$ cat src/rtl/meter_pkg.sv
// Shared types and constants for the parking-meter command scheduler.
// Optional build macro used by the slice: BUTTON_REPEAT_EN (hold-to-repeat credit buttons).
package meter_pkg;

    localparam int CMD_W = 14;

    typedef enum logic [1:0] {
        OP_NOP  = 2'd0,
        OP_LOAD = 2'd1,
        OP_ADD  = 2'd2,
        OP_DEC  = 2'd3
    } cmd_op_e;

    localparam int SRC_SW10   = 0;
    localparam int SRC_SW205  = 1;
    localparam int SRC_BTN_U  = 2;
    localparam int SRC_BTN_L  = 3;
    localparam int SRC_BTN_R  = 4;
    localparam int SRC_BTN_D  = 5;
    localparam int NUM_SRC    = 6;

    localparam logic [CMD_W-1:0] AMT_10  = 14'd10;
    localparam logic [CMD_W-1:0] AMT_180 = 14'd180;
    localparam logic [CMD_W-1:0] AMT_200 = 14'd200;
    localparam logic [CMD_W-1:0] AMT_550 = 14'd550;
    localparam logic [CMD_W-1:0] AMT_205 = 14'd205;
    localparam logic [CMD_W-1:0] AMT_MAX = 14'd9999;
    localparam logic [CMD_W-1:0] AMT_DEC = 14'd1;

    function automatic logic [CMD_W-1:0] srcAmount(input int src);
        case (src)
            SRC_SW10:  return AMT_10;
            SRC_SW205: return AMT_205;
            SRC_BTN_U: return AMT_10;
            SRC_BTN_L: return AMT_180;
            SRC_BTN_R: return AMT_200;
            SRC_BTN_D: return AMT_550;
            default:   return '0;
        endcase
    endfunction

endpackage

$ cat src/rtl/meter_debounce.sv
// Two-flop synchroniser, consecutive-sample debouncer and rising-edge pulse for one raw input.
// With BUTTON_REPEAT_EN defined, a repeat-capable instance also pulses every REPEAT_CYCLES while held.
module meter_debounce
    import meter_pkg::*;
#(
    parameter int DEBOUNCE_CYCLES = 1_000_000
`ifdef BUTTON_REPEAT_EN
    , parameter int REPEAT_CYCLES = 50_000_000,
    parameter bit CAN_REPEAT = 1'b0
`endif
)(
    input  logic CLK,
    input  logic RESET_N,
    input  logic i_raw,
    output logic o_rise
);

    localparam int CNT_W = (DEBOUNCE_CYCLES > 1) ? $clog2(DEBOUNCE_CYCLES) : 1;

    logic             r_sync1;
    logic             r_sync2;
    logic             r_level;
    logic [CNT_W-1:0] r_cnt;
    logic             w_differs;
    logic             w_settled;
    logic             w_edge;

    assign w_differs = (r_sync2 != r_level);
    assign w_settled = w_differs && (r_cnt == CNT_W'(DEBOUNCE_CYCLES - 1));
    assign w_edge    = w_settled && r_sync2;

    // Any sample matching the current level restarts the stability count.
    always_ff @(posedge CLK or negedge RESET_N) begin
        if (!RESET_N) begin
            r_sync1 <= 1'b0;
            r_sync2 <= 1'b0;
            r_level <= 1'b0;
            r_cnt   <= '0;
        end else begin
            r_sync1 <= i_raw;
            r_sync2 <= r_sync1;
            if (!w_differs || w_settled) begin
                r_cnt <= '0;
            end else begin
                r_cnt <= r_cnt + 1'b1;
            end
            if (w_settled) begin
                r_level <= r_sync2;
            end
        end
    end

`ifdef BUTTON_REPEAT_EN
    logic w_repeat;

    if (CAN_REPEAT) begin : g_repeat
        localparam int REP_W = (REPEAT_CYCLES > 1) ? $clog2(REPEAT_CYCLES) : 1;
        logic [REP_W-1:0] r_rep_cnt;

        assign w_repeat = r_level && (r_rep_cnt == REP_W'(REPEAT_CYCLES - 1));

        // Counts the held time; starts from zero on the cycle the level goes high.
        always_ff @(posedge CLK or negedge RESET_N) begin
            if (!RESET_N) begin
                r_rep_cnt <= '0;
            end else if (!r_level || w_repeat) begin
                r_rep_cnt <= '0;
            end else begin
                r_rep_cnt <= r_rep_cnt + 1'b1;
            end
        end
    end else begin : g_no_repeat
        assign w_repeat = 1'b0;
    end

    assign o_rise = w_edge || w_repeat;
`else
    assign o_rise = w_edge;
`endif

endmodule

$ cat src/rtl/meter_cmd_scheduler.sv
// Serialises debounced button/switch events and the countdown tick into one command per cycle.
// Build macro BUTTON_REPEAT_EN enables hold-to-repeat on the four credit buttons.
module meter_cmd_scheduler
    import meter_pkg::*;
#(
    parameter int DEBOUNCE_CYCLES = 1_000_000,
    parameter int TICK_DIV        = 100_000_000,
    parameter int PHASE_DIV       = 200_000_000
`ifdef BUTTON_REPEAT_EN
    , parameter int REPEAT_CYCLES = 50_000_000
`endif
)(
    input  logic             CLK,
    input  logic             RESET_N,
    input  logic             btn_u,
    input  logic             btn_l,
    input  logic             btn_r,
    input  logic             btn_d,
    input  logic             sw_10,
    input  logic             sw_205,
    output logic             cmd_valid,
    output logic [1:0]       cmd_op,
    output logic [CMD_W-1:0] cmd_value,
    output logic [1:0]       phase,
    output logic             led
);

    localparam int TICK_W  = (TICK_DIV > 1) ? $clog2(TICK_DIV) : 1;
    localparam int PHASE_W = (PHASE_DIV > 1) ? $clog2(PHASE_DIV) : 1;

    logic               r_rst_meta;
    logic               r_rst_sync;
    logic               w_rst_n;
    logic [NUM_SRC-1:0] w_raw;
    logic [NUM_SRC-1:0] w_rise;
    logic [NUM_SRC-1:0] r_pend;
    logic [NUM_SRC-1:0] w_clear;
    logic               r_tick_pend;
    logic               w_clear_tick;
    logic [TICK_W-1:0]  r_tick_cnt;
    logic               w_tick_wrap;
    logic [PHASE_W-1:0] r_phase_cnt;
    logic [1:0]         r_phase;
    cmd_op_e            w_op;
    logic [CMD_W-1:0]   w_value;
    logic               w_load;
    logic               r_cmd_valid;
    cmd_op_e            r_cmd_op;
    logic [CMD_W-1:0]   r_cmd_value;
    logic               r_led;

    // Reset asserts asynchronously everywhere but is released on a clock edge.
    always_ff @(posedge CLK or negedge RESET_N) begin
        if (!RESET_N) begin
            r_rst_meta <= 1'b0;
            r_rst_sync <= 1'b0;
        end else begin
            r_rst_meta <= 1'b1;
            r_rst_sync <= r_rst_meta;
        end
    end

    assign w_rst_n = r_rst_sync;

    assign w_raw[SRC_SW10]  = sw_10;
    assign w_raw[SRC_SW205] = sw_205;
    assign w_raw[SRC_BTN_U] = btn_u;
    assign w_raw[SRC_BTN_L] = btn_l;
    assign w_raw[SRC_BTN_R] = btn_r;
    assign w_raw[SRC_BTN_D] = btn_d;

    for (genvar g = 0; g < NUM_SRC; g++) begin : g_inputs
        meter_debounce #(
            .DEBOUNCE_CYCLES(DEBOUNCE_CYCLES)
`ifdef BUTTON_REPEAT_EN
            , .REPEAT_CYCLES(REPEAT_CYCLES),
            .CAN_REPEAT(g >= SRC_BTN_U)
`endif
        ) u_debounce (
            .CLK(CLK),
            .RESET_N(w_rst_n),
            .i_raw(w_raw[g]),
            .o_rise(w_rise[g])
        );
    end

    assign w_tick_wrap = (r_tick_cnt == TICK_W'(TICK_DIV - 1));

    // Fixed-priority pick: presets, then the countdown tick, then credit buttons.
    always_comb begin
        w_op         = OP_NOP;
        w_value      = '0;
        w_clear      = '0;
        w_clear_tick = 1'b0;
        if (r_pend[SRC_SW10]) begin
            w_op              = OP_LOAD;
            w_value           = srcAmount(SRC_SW10);
            w_clear[SRC_SW10] = 1'b1;
        end else if (r_pend[SRC_SW205]) begin
            w_op               = OP_LOAD;
            w_value            = srcAmount(SRC_SW205);
            w_clear[SRC_SW205] = 1'b1;
        end else if (r_tick_pend) begin
            w_op         = OP_DEC;
            w_value      = AMT_DEC;
            w_clear_tick = 1'b1;
        end else if (r_pend[SRC_BTN_U]) begin
            w_op               = OP_ADD;
            w_value            = srcAmount(SRC_BTN_U);
            w_clear[SRC_BTN_U] = 1'b1;
        end else if (r_pend[SRC_BTN_L]) begin
            w_op               = OP_ADD;
            w_value            = srcAmount(SRC_BTN_L);
            w_clear[SRC_BTN_L] = 1'b1;
        end else if (r_pend[SRC_BTN_R]) begin
            w_op               = OP_ADD;
            w_value            = srcAmount(SRC_BTN_R);
            w_clear[SRC_BTN_R] = 1'b1;
        end else if (r_pend[SRC_BTN_D]) begin
            w_op               = OP_ADD;
            w_value            = srcAmount(SRC_BTN_D);
            w_clear[SRC_BTN_D] = 1'b1;
        end
    end

    assign w_load = (w_op == OP_LOAD);

    // A LOAD restarts the countdown so the next DEC is a full tick away.
    always_ff @(posedge CLK or negedge w_rst_n) begin
        if (!w_rst_n) begin
            r_pend      <= '0;
            r_tick_pend <= 1'b0;
            r_tick_cnt  <= '0;
        end else begin
            r_pend <= (r_pend & ~w_clear) | w_rise;
            if (w_load) begin
                r_tick_cnt  <= '0;
                r_tick_pend <= 1'b0;
            end else begin
                r_tick_cnt  <= w_tick_wrap ? '0 : r_tick_cnt + 1'b1;
                r_tick_pend <= (r_tick_pend & ~w_clear_tick) | w_tick_wrap;
            end
        end
    end

    always_ff @(posedge CLK or negedge w_rst_n) begin
        if (!w_rst_n) begin
            r_phase_cnt <= '0;
            r_phase     <= 2'd0;
        end else if (r_phase_cnt == PHASE_W'(PHASE_DIV - 1)) begin
            r_phase_cnt <= '0;
            r_phase     <= r_phase + 2'd1;
        end else begin
            r_phase_cnt <= r_phase_cnt + 1'b1;
        end
    end

    always_ff @(posedge CLK or negedge w_rst_n) begin
        if (!w_rst_n) begin
            r_cmd_valid <= 1'b0;
            r_cmd_op    <= OP_NOP;
            r_cmd_value <= '0;
            r_led       <= 1'b0;
        end else begin
            r_cmd_valid <= (w_op != OP_NOP);
            r_cmd_op    <= w_op;
            r_cmd_value <= w_value;
            r_led       <= r_led || w_load;
        end
    end

    assign cmd_valid = r_cmd_valid;
    assign cmd_op    = r_cmd_op;
    assign cmd_value = r_cmd_value;
    assign phase     = r_phase;
    assign led       = r_led;

endmodule

$ cat config.mk
export PLATFORM = sky130hd
export DESIGN_NAME = meter_cmd_scheduler
export DESIGN_NICKNAME = d
export VERILOG_FILES = /design/src/rtl/meter_pkg.sv /design/src/rtl/meter_debounce.sv /design/src/rtl/meter_cmd_scheduler.sv
export SDC_FILE = /design/constraint.sdc
export NUM_CORES = 1
export LEC_CHECK = 0
export CELL_PAD_IN_SITES_DETAIL_PLACEMENT = 0
export CELL_PAD_IN_SITES_GLOBAL_PLACEMENT = 1
export CORE_ASPECT_RATIO = 0.75
export CORE_MARGIN = 4
export CORE_UTILIZATION = 35
export CTS_CLUSTER_DIAMETER = 100
export DETAILED_ROUTE_END_ITERATION = 10
export PLACE_DENSITY_LB_ADDON = 0.08
export SLEW_MARGIN = 20
export SYNTH_ARGS = -nofsm -noshare
export SYNTH_HDL_FRONTEND = slang
export SYNTH_SLANG_ARGS = --single-unit
export TNS_END_PERCENT = 30
$ cat constraint.sdc
create_clock -name CLK -period 6.8 [get_ports CLK]
set_input_delay 1.36 -clock CLK [delete_from_list [all_inputs] [get_ports CLK]]
set_output_delay 1.36 -clock CLK [all_outputs]
set_load 0.03 [all_outputs]
# After elaboration in Yosys (flattened, before gate mapping)
# Cells that the tools add are included.
dict set report classes {
  n_bitwise 6
  eq_ne 15
  addsub 9
  mux 39
  n_reduce_logical 26
}
# operator count
set ops {}
lappend ops {{$add A20 B1 Y20 const B} 6}
lappend ops {{$eq A20 B20 Y1 const B} 6}
lappend ops {{$mux W20} 6}
lappend ops {{$mux W10} 7}
lappend ops {{$mux W27} 2}
lappend ops {{$add A28 B1 Y28 const B} 1}
lappend ops {{$eq A28 B28 Y1 const B} 1}
lappend ops {{$mux W28} 1}
lappend ops {{$add A27 B1 Y27 const B} 1}
lappend ops {{$eq A27 B27 Y1 const B} 1}
lappend ops {{$mux W2} 8}
lappend ops {{$logic_and A1 B1 Y1} 12}
lappend ops {{$mux W1} 11}
lappend ops {{$mux W4} 2}
lappend ops {{$logic_or A1 B1 Y1} 7}
lappend ops {{$and A6 B6 Y6} 1}
lappend ops {{$logic_not A1 Y1} 6}
lappend ops {{$ne A1 B1 Y1} 6}
lappend ops {{$not A6 Y6} 1}
lappend ops {{$or A6 B6 Y6} 1}
lappend ops {{$mux W5} 1}
lappend ops {{$mux W3} 1}
lappend ops {{$add A2 B1 Y2 const B} 1}
lappend ops {{$eq A2 B1 Y1 const B} 1}
lappend ops {{other kinds (4)} 4}
dict set report word_totals {
  elab_cells 130
  reg_bits 222
}

# Longest topological paths before layout
# Gate-level depths: netlist (run 1).
dict set report depth {
  word_depth 10
  ltp_mapped 7
  ltp_nobuf 5
}

# Hierarchy
# Synthesis (run 1) repeated with hierarchy kept, for this count alone.
dict set report unflattened {
  cells_unflattened 987
  area_unflattened_um2 10252.3
}
# mod area_each_um2 seq_area_each_um2 cells_each instances
set by_module_without_submodules {}
lappend by_module_without_submodules {meter_debounce 1103.6 575.6 108 6}
lappend by_module_without_submodules {meter_cmd_scheduler 3631.0 1976.9 339 1}

# Worst setup path before layout (run 1)
# Ideal clock, no wire load.
dict set report synth_path {
  path_kind {register to register}
  from {register g_inputs[0].u_debounce.r_cnt[0]}
  to {register g_inputs[0].u_debounce.r_cnt[18]}
  path_buffers 1
  path_stages_with_launch 7
  t_required_ns 6.722
  synth_period_minus_slack_ns 1.993
  setup_slack_ns 4.807
  arrival_time_ns 1.915
  path_cell_list {dfrtp_1 -> ha_1 -> nand4_1 -> or4_1 -> buf_2 -> or4_1 -> a21oi_1}
}
dict set report synth_via {
  elab_chain_cells 4
}
# item line
set synth_lines {}
lappend synth_lines {{start: declaration} meter_debounce.sv:23} ;# logic [CNT_W-1:0] r_cnt;
lappend synth_lines {{start signal: assignment} meter_debounce.sv:45} ;# r_cnt <= r_cnt + 1'b1;
lappend synth_lines {{branches (longest 3 deep; another with $add A20 B1 Y20)} n/a}
lappend synth_lines {{$mux W20 *} meter_debounce.sv:42} ;# if (!w_differs || w_settled) begin
# Every way passes the cells marked *.
# A chain may end at the register's enable or synchronous reset.

# Final worst setup path (run 1)
dict set report layout_path {
  from {register r_phase[1] (netlist: phase[1])}
  to {output port phase[1]}
}
# item line
set layout_rtl {}
lappend layout_rtl {{start: declaration} meter_cmd_scheduler.sv:43} ;# logic [1:0] r_phase;
lappend layout_rtl {{start signal: assignment} meter_cmd_scheduler.sv:152} ;# r_phase <= r_phase + 2'd1;
lappend layout_rtl {{end: declaration} meter_cmd_scheduler.sv:24} ;# output logic [1:0] phase,
# No word-level cell between the ends.

==> results of run 1 <==
[cell families (layout without fill, tap and decap cells)]
| family | Yosys count | in the layout |
|---|---|---|
| and+or+nand+nor | 477 | 477 |
| DFF | 217 | 217 |
| AOI/OAI and AO/OA | 144 | 144 |
| xor gates and xnor gates | 105 | 105 |
| buffers and inverters | 65 | 102 |
| adders and majority gates | 8 | 8 |
| muxes | 6 | 6 |
| other | 2 | 6 |
[area by class of cell]
cell class | count | area [µm²]
repair buffers | 29 | 285
flip-flops and latches | 217 | 5430
inverters | 31 | 116
fillers | 2766 | 16700
clock inverters | 5 | 75.1
well taps | 385 | 482
clock buffers | 37 | 741
multi-input cells | 746 | 4600
[metal layers]
metal  global-route usage [%]  up-vias
li1                         -     3739
met1                     21.4     3523
met2                     19.7      101
met3                     2.49       30
met4                     3.03        0
met5                        0        -
[power groups by stage]
stage | sequential [µW] | clock [µW] | combinational, µW
4_1_cts | 1320 | 1390 | 64.2
3_3_place_gp | 1350 | 0 | 64.7
2_1_floorplan | 1360 | 0 | 31.0
5_1_grt | 1330 | 1450 | 71.7
6_report | 1320 | 1340 | 60.5
3_5_place_dp | 1350 | 0 | 63.9
[per-stage QoR]
step | hold slack, ps | setup WS, ps | cell area [µm²] | power [µW] | util (%)
after floorplan | 331 | 305 | 10300 | 1390 | -
after global placement | 335 | 4390 | 10900 | 1410 | 38.4
after detailed placement | 336 | 4340 | 10900 | 1410 | 38.4
after CTS | 350 | 3860 | 11700 | 2780 | 41.2
after global routing | 351 | 3810 | 11700 | 2840 | 41.2
final | 344 | 3890 | 11700 | 2720 | 41.2
[worst max path at each step]
| stage | startpoint | to | cells after the start |
|---|---|---|---|
| after floorplan | r_rst_sync$_DFF_PN0_ | cmd_op[0]$_DFF_PN0_ | 0 |
| after global placement | r_tick_cnt[0]$_DFF_PN0_ | r_tick_cnt[23]$_DFF_PN0_ | 6 |
| after detailed placement | r_tick_cnt[0]$_DFF_PN0_ | r_tick_cnt[11]$_DFF_PN0_ | 6 |
| after CTS | phase[1]$_DFFE_PN0N_ | phase[1] | 1 |
| after global routing | led$_DFF_PN0_ | led | 1 |
| final | phase[1]$_DFFE_PN0N_ | phase[1] | 1 |
[placed cells by master, fill, tap and decap left out, types with 3 or more instances in the layout]
master / instances
a21oi_1: 62
and2_1: 4
and3_1: 18
and4_1: 16
buf_4: 6
clkbuf_1: 5
clkbuf_16: 25
clkbuf_8: 7
clkdlybuf4s50_1: 22
clkinv_2: 3
conb_1: 6
dfrtp_1: 216
ha_1: 8
inv_1: 31
mux2_1: 5
nand2_1: 60
nand2b_1: 5
nand3_1: 68
nand4_1: 32
nand4b_1: 5
nor2_1: 124
nor2b_1: 3
nor3_1: 24
nor4_1: 22
nor4b_1: 4
o21ai_0: 30
o21ai_1: 5
o31ai_1: 30
o31ai_2: 5
or2_2: 4
or3_1: 34
or4_1: 39
or4_4: 4
xnor2_1: 57
xor2_1: 48
[registers in the layout, indices dropped and copies added, names as in the netlist]
| name | cells |
|---|---|
| r_tick_cnt | 27 |
| cmd_value | 9 |
| led | 1 |
| cmd_valid | 1 |
| g_inputs.u_debounce.r_level | 6 |
| r_pend | 6 |
| g_inputs.u_debounce.r_sync2 | 6 |
| r_rst_sync | 1 |
| r_phase_cnt | 28 |
| r_tick_pend | 1 |
| phase | 2 |
| g_inputs.u_debounce.r_cnt | 120 |
| cmd_op | 2 |
| g_inputs.u_debounce.r_sync1 | 6 |
| r_rst_meta | 1 |
==> results by group, run 1 <==
Status
  • Status: finished clean

Setup path
  • Worst reg2reg setup slack: ~4400 ps
  • Crit-path slowest cell: clkdlybuf4s50_1
  • CP arrival: 1550 ps
  • Crit Path Max Fanout: 2
  • R2R depth: 6
  • Crit path buf inv count: 1
  • Critical Path End Type: output pin
  • Crit start category: flop
  • Delay of the slowest cell on the worst path: between 600 and 700 ps
  • Critical path type: flop to output pin
  • Crit path max-delay family: buffers and inverters
  • Required @ worst endpoint: 5440 ps
  • Worst flop-to-flop path endpoint: r_tick_cnt[5]$_DFF_PN0_
  • Worst R2R Start: r_tick_cnt[0]$_DFF_PN0_
  • Cell chain of the critical path: clkdlybuf4s50_1

Placed design
  • Dpl hpwl: between 10 and 15 mm
  • Dpl cells: between 1,000 and 1,500
  • Final Wtd Congestion: approximately 0.73
  • Port bufs: 22

Timing
  • Tcrit/Tclk final: a little over two fifths
  • FMAX: roughly 340 MHz
  • RSZ-0062 raised after global routing: false
  • Final TNS setup: 0 ps
  • Final hold vios: 0
  • Worst Skew: 15.3 ps
  • Fin crit period: slightly below 3000 ps
  • Final setup viols: 0
  • Final Max Tran Viols: 0
  • Worst slew margin: between 30% and 40%
  • Worst Tran Pin Value: ~1000 ps

Yosys
  • Post-synthesis cell type count: 51
  • Count leader, synth: dfrtp_1
  • Synthesized instance count: about 1,000
  • Post-synth ARST share: between 90% and 100%
  • Post-synthesis mux area share: less than 1%
  • Post-Syn Area: 10,300 µm²
  • Share of the synthesized area in the top cell type: a little over half
  • Main combinational cell family by area after synthesis: simple AND/OR/NAND/NOR gates
  • Average cell area after synthesis: ~10 µm²
  • Ys flop type: dfrtp_1
  • Post-synthesis xor/xnor area fraction: 8.96%
  • Synth Area in Compound Gates: ~8.4%
  • Adder-cell share of the synthesized area: less than 1%
  • Synth Register Bits: ~220
  • Synth Area in Simple Gates: roughly 25%
  • Top cells by count, synth: dfrtp_1 (217), nor2_1 (124), nand3_1 (68)
  • Post-synth EDFFs: 0
  • Area leader, netlist: dfrtp_1
  • Warnings from Yosys: 0
  • Sequential fraction of the synthesis area: 52.9%
  • Dominant cells by area after synthesis: dfrtp_1 (53%), xnor2_1 (4.9%), nor2_1 (4.5%)

Route
  • M1 wire length: 11.4 mm
  • DR iter-0 viols: between 400 and 500
  • Antenna viol nets, final: 0
  • Drt pass-1 iters: 5
  • WL final: ~21 mm
  • Routed wl met2: 8.60 mm
  • DRC: 0
  • Avg WL per Cell: 14.6 µm
  • Uppermost routed layer: met4
  • Met3 routed WL: 781 µm
  • DR vias: 7,393
  • DR vias/cell: approximately 5.1

Clocking
  • H-Tree Depth: 1
  • Post-CTS Setup Inserts: 0
  • Latest clock arrival within the worst-skew pair: approximately 520 ps
  • Reg clk slew, reported paths: roughly 60 ps
  • Clock Tree Buf Depth: 3
  • CTS tree: built
  • Cts hold-fix bufs: 0
  • CTS root buf: clkbuf_16
  • Post-CTS sizing: 0
  • Clock sinks: between 200 and 250
  • CTS Buf Count: 25

Finish
  • Layout Cells excl Fill: about 1,500
  • Share of cells above drive strength 1: under 10%
  • Layout net count: 1,066
  • Antenna cells: 0
  • Area grow syn2layout: 14.3%

Hold path
  • Min-delay worst type: flop to async pin

Power
  • Clock power frac: roughly 49%
  • Seq pwr share: 48.7%
  • Net Sw Frac: between 20% and 30%
  • Worst VDD drop: approximately 0.16 mV
  • LEAKAGE: between 0.004 and 0.005 µW
  • Sw Pwr: 577 µW
  • Combinational power share: between 2 and 2.5%
  • Pwr per Cell Area: roughly 230 nW/µm²
  • Cell Int Power: roughly 2100 µW

Global route
  • Total grt overflow: 0
  • Vias in the first global route: between 7,000 and 8,000
  • Antenna violations before repair: 1
  • Largest net degree at the start of global routing: ~170
  • First-pass GRT wire length: around 37 mm
  • GRT Util Overall: about 14%

Floorplan
  • Core Region: 28,400 µm²
  • Initial Util: 36.1%
  • Die area: around 32,000 µm²
  • Die width: roughly 210 µm
  • Row count: 53
  • Die H: between 150 and 200 µm
  • Top-Level Pins: 28

Run
  • Max Cap Viol: 0
(Power assumes the default switching activity.)
==> run 2, diff against run 1 <==
Clock period 6.8 ns to 2.7 ns, I/O delays scaled along.
==> results by group, run 2 (synthesis results as in run 1) <==
Status
  • Status: finished clean

Finish
  • Largest register FFs: 120
  • Most frequent cells in the layout: dfrtp_1 (216), nor2_1 (124), nand3_1 (68)
  • Biggest regs: g_inputs.u_debounce.r_cnt (120), r_phase_cnt (28), r_tick_cnt (27)
  • Layout net count: 1,078
  • Register Area: between 5000 and 6000 µm²
  • Most flop-heavy register: g_inputs.u_debounce.r_cnt
  • Share of cells above drive strength 1: ~7.4%
  • Final core utilization: 41.6%
  • Area grow syn2layout: 15.4%
  • Multi-input logic area: approximately 4600 µm²
  • Antenna cells: 0
  • Leading cell type in the layout, fill and taps excluded: dfrtp_1
  • # fillers: between 2,000 and 3,000
  • Layout Cells excl Fill: about 1,500

Global route
  • First-pass GRT wire length: 37.5 mm
  • Total grt overflow: 0
  • Antenna violations before repair: 0
  • GRT Util Overall: between 10% and 20%
  • Largest net degree at the start of global routing: 65
  • Vias in the first global route: ~7,200

Clocking
  • Post-CTS sizing: 0
  • CTS Buf Count: 24
  • CTS tree: built
  • Clock sinks: 217
  • CTS root buf: clkbuf_16
  • Reg clk slew, reported paths: roughly 60 ps
  • Post-CTS Setup Inserts: 0
  • Latest clock arrival within the worst-skew pair: 520 ps
  • Cts hold-fix bufs: 0
  • H-Tree Depth: 1
  • Clock Tree Buf Depth: 3

Setup path
  • CP arrival: around 2600 ps
  • Worst R2R Start: g_inputs[0].u_debounce.r_cnt[0]$_DFF_PN0_
  • Most frequent CP cell: or4_1
  • Worst flop-to-flop path endpoint: g_inputs[0].u_debounce.r_cnt[18]$_DFF_PN0_
  • R2R depth: 5
  • Crit path buf inv count: 0
  • Cell chain of the critical path: ha_1, nand4_1, or4_1, or4_1, a21oi_1
  • Delay of the slowest cell on the worst path: ~660 ps
  • Crit start category: flop
  • Crit Path Max Fanout: 7
  • Required @ worst endpoint: between 3000 and 4000 ps
  • Critical path type: flop to flop
  • Critical Path End Type: flop
  • Worst reg2reg setup slack: around 560 ps
  • Crit path max-delay family: simple AND/OR/NAND/NOR gates
  • Crit-path slowest cell: or4_1

Route
  • Avg WL per Cell: between 10 and 15 µm
  • DR vias: between 7,000 and 8,000
  • DRC: 0
  • DR vias/cell: 5.03
  • Drt pass-1 iters: 4
  • DR iter-0 viols: 376
  • Antenna viol nets, final: 0
  • WL final: approximately 22 mm

Floorplan
  • Die area: about 32,000 µm²
  • Top-Level Pins: 28
  • Initial Util: a little over a third
  • Row count: between 50 and 60
  • Core Region: 28,400 µm²
  • Die width: between 200 and 250 µm
  • Die H: 156 µm

Timing
  • Worst slew margin: 54.6%
  • Final hold vios: 0
  • Tcrit/Tclk final: 79.2%
  • FMAX: between 400 and 500 MHz
  • Worst Tran Pin Value: 675 ps
  • Fin crit period: between 2000 and 2500 ps
  • Final Max Tran Viols: 0
  • Final setup viols: 0
  • Worst Skew: roughly 16 ps
  • Final TNS setup: 0 ps
  • RSZ-0062 raised after global routing: false

Power
  • Worst VDD drop: around 0.49 mV
  • LEAKAGE: 0.00484 µW
  • Pwr per Cell Area: 580 nW/µm²

Placed design
  • Port bufs: 22
  • Dpl cells: roughly 1,400
  • Final Wtd Congestion: between 0.7 and 0.8
  • Dpl hpwl: between 10 and 15 mm

Hold path
  • Min-delay worst type: primary input to async pin

Run
  • Max Cap Viol: 0
## run 2: cell count changes in the layout (fill, tap and decap cells not counted)
cell        before  now
clkinvlp_4       0    1
buf_12           1    3
clkinv_4         0    1
buf_4            6   17
clkbuf_8         7    5
clkbuf_1         5    7
o31ai_4          1    0
o31ai_2          5    6
## run 2: power breakdown
part	total, µW	switching (µW)	internal [µW]
Sequential	3330	45.7	3280
Clock	3370	1340	2030
Combinational	170	116	54.4
Total	6870	1500	5370
## run 2: how the worst max path moves through the flow
stage,start,endpoint,slack [ps],cells past startpoint
after global routing,g_inputs[0].u_debounce.r_cnt[0]$_DFF_PN0_,g_inputs[0].u_debounce.r_cnt[18]$_DFF_PN0_,380,5
after floorplan,r_rst_sync$_DFF_PN0_,cmd_op[0]$_DFF_PN0_,500,0
after CTS,cmd_value[4]$_DFF_PN0_,cmd_value[4],480,1
after detailed placement,g_inputs[0].u_debounce.r_cnt[0]$_DFF_PN0_,g_inputs[0].u_debounce.r_cnt[18]$_DFF_PN0_,580,5
after global placement,g_inputs[0].u_debounce.r_cnt[0]$_DFF_PN0_,g_inputs[0].u_debounce.r_cnt[18]$_DFF_PN0_,590,5
final,g_inputs[0].u_debounce.r_cnt[0]$_DFF_PN0_,g_inputs[0].u_debounce.r_cnt[18]$_DFF_PN0_,560,5
## run 2: metal layers
metal	part of all wire (%)	vias to the layer above	global-route usage, %	wire length (µm)
met4	1.9	0	2.90	401
met1	56	3512	22.9	12200
met3	3.3	26	2.67	702
met5	0	-	0	0
met2	38	75	18.7	8280
li1	-	3757	-	-
## run 2: cell type report
| type | count | area share (%) |
|---|---|---|
| Sequential cell | 217 | 45.9 |
| Multi-Input combinational cell | 746 | 38.8 |
| Clock buffer | 37 | 6.09 |
| Timing Repair Buffer | 42 | 3.44 |
| Inverter | 31 | 0.983 |
| Clock inverter | 7 | 0.771 |
| Tap cell | 385 | 4.07 |
## run 2: worst reg2reg max path, delay by kind of cell (launching register included)
kind | cells | cell delay, ps
compound gates | 1 | 150
simple gates | 3 | 1290
flops | 1 | 390
fa+ha+maj | 1 | 250
## run 2: metrics by stage
step | total power [µW] | hold WS (ps) | cell area [µm²] | worst slack (ps)
2_1_floorplan | 3490 | 244 | 10300 | 498
3_3_place_gp | 3570 | 334 | 11000 | 587
3_5_place_dp | 3570 | 338 | 11000 | 575
4_1_cts | 7020 | 157 | 11800 | 481
5_1_grt | 7180 | 155 | 11800 | 385
6_report | 6870 | 186 | 11800 | 562
==> run 3, diff against run 2 <==
Clock period 2.7 ns to 1.79 ns, I/O delays scaled along.
==> results by group, run 3 (synthesis results as in run 1) <==
Status
  • Status: finished, violations left
  • Failing checks: setup timing

Timing
  • Final setup viols: 15
  • Final TNS setup: -752 ps
  • Final hold vios: 0
  • Fin crit period: ~1900 ps
  • RSZ-0062 raised after global routing: true
  • Worst Skew: between 10 and 15 ps
  • Final Max Tran Viols: 0
  • Tcrit/Tclk final: 106%
  • FMAX: around 530 MHz
  • Final Hold Slack: around 240 ps
  • Worst Setup Slack, final: -111 ps

Power
  • LEAKAGE: about 0.0061 µW
  • Worst VDD drop: approximately 0.78 mV
  • Pwr per Cell Area: between 700 and 800 nW/µm²
  • Total power: about 11,000 µW

Floorplan
  • Core Region: roughly 28,000 µm²
  • Die area: 32,200 µm²
  • Top-Level Pins: 28
  • Row count: 53
  • Initial Util: about 36%
  • Die H: 156 µm
  • Die width: a little over 200 µm

Route
  • DR iter-0 viols: ~280
  • Avg WL per Cell: 14.5 µm
  • Antenna viol nets, final: 0
  • DRC: 0
  • DR vias/cell: a little under 5
  • DR vias: 8,263
  • Drt pass-1 iters: 5
  • WL final: around 24 mm

Hold path
  • Min-delay worst type: flop to async pin

Run
  • Max Cap Viol: 0

Finish
  • Area grow syn2layout: 35.8%
  • Leading cell type in the layout, fill and taps excluded: dfrtp_1
  • Largest register FFs: between 100 and 150
  • Layout net count: roughly 1,300
  • Most flop-heavy register: g_inputs.u_debounce.r_cnt
  • Antenna cells: 0
  • Most frequent cells in the layout: dfrtp_1 (213), buf_4 (209), nor2_1 (113)
  • Register Area: 5440 µm²
  • Finished Cell Area: approximately 14,000 µm²
  • Biggest regs: g_inputs.u_debounce.r_cnt (120), r_phase_cnt (28), r_tick_cnt (27)
  • Share of cells above drive strength 1: approximately 28%
  • # fillers: 2,722
  • Multi-input logic area: 4990 µm²

Placed design
  • Port bufs: 22
  • Dpl hpwl: between 15 and 20 mm
  • Placed Area: around 12,000 µm²
  • Final Wtd Congestion: ~0.79

Global route
  • Largest net degree at the start of global routing: 63
  • Total grt overflow: 0
  • Vias in the first global route: about 8,000
  • Antenna violations before repair: 0
  • First-pass GRT wire length: between 30 and 40 mm
  • GRT Util Overall: between 10% and 20%

Setup path
  • Crit start category: flop
  • Required @ worst endpoint: ~2300 ps
  • Critical Path End Type: flop
  • CP arrival: ~2400 ps
  • Crit path buf inv count: 1
  • Crit path max-delay family: simple AND/OR/NAND/NOR gates
  • Delay of the slowest cell on the worst path: approximately 520 ps
  • Critical path type: flop to flop
  • Crit Path Max Fanout: 5
  • Cell chain of the critical path: nand4_1, buf_4, or4_4, or4_1, a21oi_1
  • Crit-path slowest cell: or4_4

Clocking
  • CTS Buf Count: 25
  • Clock Tree Buf Depth: 3
  • CTS tree: built
  • Reg clk slew, reported paths: approximately 60 ps
  • Clock sinks: ~220
  • H-Tree Depth: 1
  • Latest clock arrival within the worst-skew pair: about 530 ps
  • CTS root buf: clkbuf_16
## run 3: changes by cell type in the layout (fill, tap and decap cells not counted), sizes merged
cell,delta
dlygate4sd2,+15
inv,+1
clkinv,+2
bufinv,+3
clkdlybuf4s50,-15
clkbuf,-2
or4,+1
dlygate4sd3,+1
buf,+201
## run 3: layer usage
metal | vias to the layer above | GRT usage (%) | part of all wire (%)
li1 | 4174 | - | -
met4 | 0 | 3.00 | 1.9
met5 | - | 0 | 0
met2 | 71 | 22.1 | 43
met1 | 3988 | 22.7 | 53
met3 | 30 | 2.49 | 2.6
## run 3: worst reg2reg max path: stages, from the launching register on
cell	delay, ps
dfrtp_1	390
nand4_1	170
buf_4	190
or4_4	520
or4_1	410
a21oi_1	150
## run 3: final timing paths
path                                          start                                          to  slack, ps  cells after the start
min                            r_rst_sync$_DFF_PN0_  g_inputs[3].u_debounce.r_cnt[19]$_DFF_PN0_        240                      0
max                        r_tick_cnt[15]$_DFF_PN0_                    r_tick_cnt[22]$_DFF_PN0_       -110                      5
max in group asynchronous      r_rst_sync$_DFF_PN0_  g_inputs[2].u_debounce.r_cnt[17]$_DFF_PN0_        900                      1
min in group CLK                              btn_d    g_inputs[5].u_debounce.r_sync1$_DFF_PN0_        260                      1
max reg2reg                r_tick_cnt[15]$_DFF_PN0_                    r_tick_cnt[22]$_DFF_PN0_       -110                      5
min reg2reg                    r_rst_sync$_DFF_PN0_  g_inputs[3].u_debounce.r_cnt[19]$_DFF_PN0_        240                      0
## run 3: final cells by class
type	instances	share of cell area (%)
well taps	385	3.46
inverters	31	0.835
multi-input cells	747	35.8
repair buffers	246	14.4
clock inverters	13	1.44
flip-flops and latches	217	39.0
clock buffers	33	5.06
## run 3: through the flow
step / util, % / worst slack (ps) / cells
CTS: 47.1 / -85.8 / 1654
floorplan: - / -412 / 1028
global route: 49.0 / -160 / 1672
detailed placement: 43.7 / -118 / 1607
global placement: 43.7 / -127 / 1607
finish: 49.0 / -111 / 1672
## run 3: repair_timing
item | CTS | global route
pin swaps | 12 | 43
endpoints found under the hold margin | 2 | 0
resized for setup | 32 | 86
setup endpoints to repair | 61 | 140
hold buffers | 1 | 0
cloned | 0 | 4
setup buffers | 0 | 14
## run 3: where the power goes
part	leakage (µW)	internal, µW	switching [µW]
sequential	0.00296	4960	47.5
combinational	0.00266	145	215
clock	0.000447	3500	2110
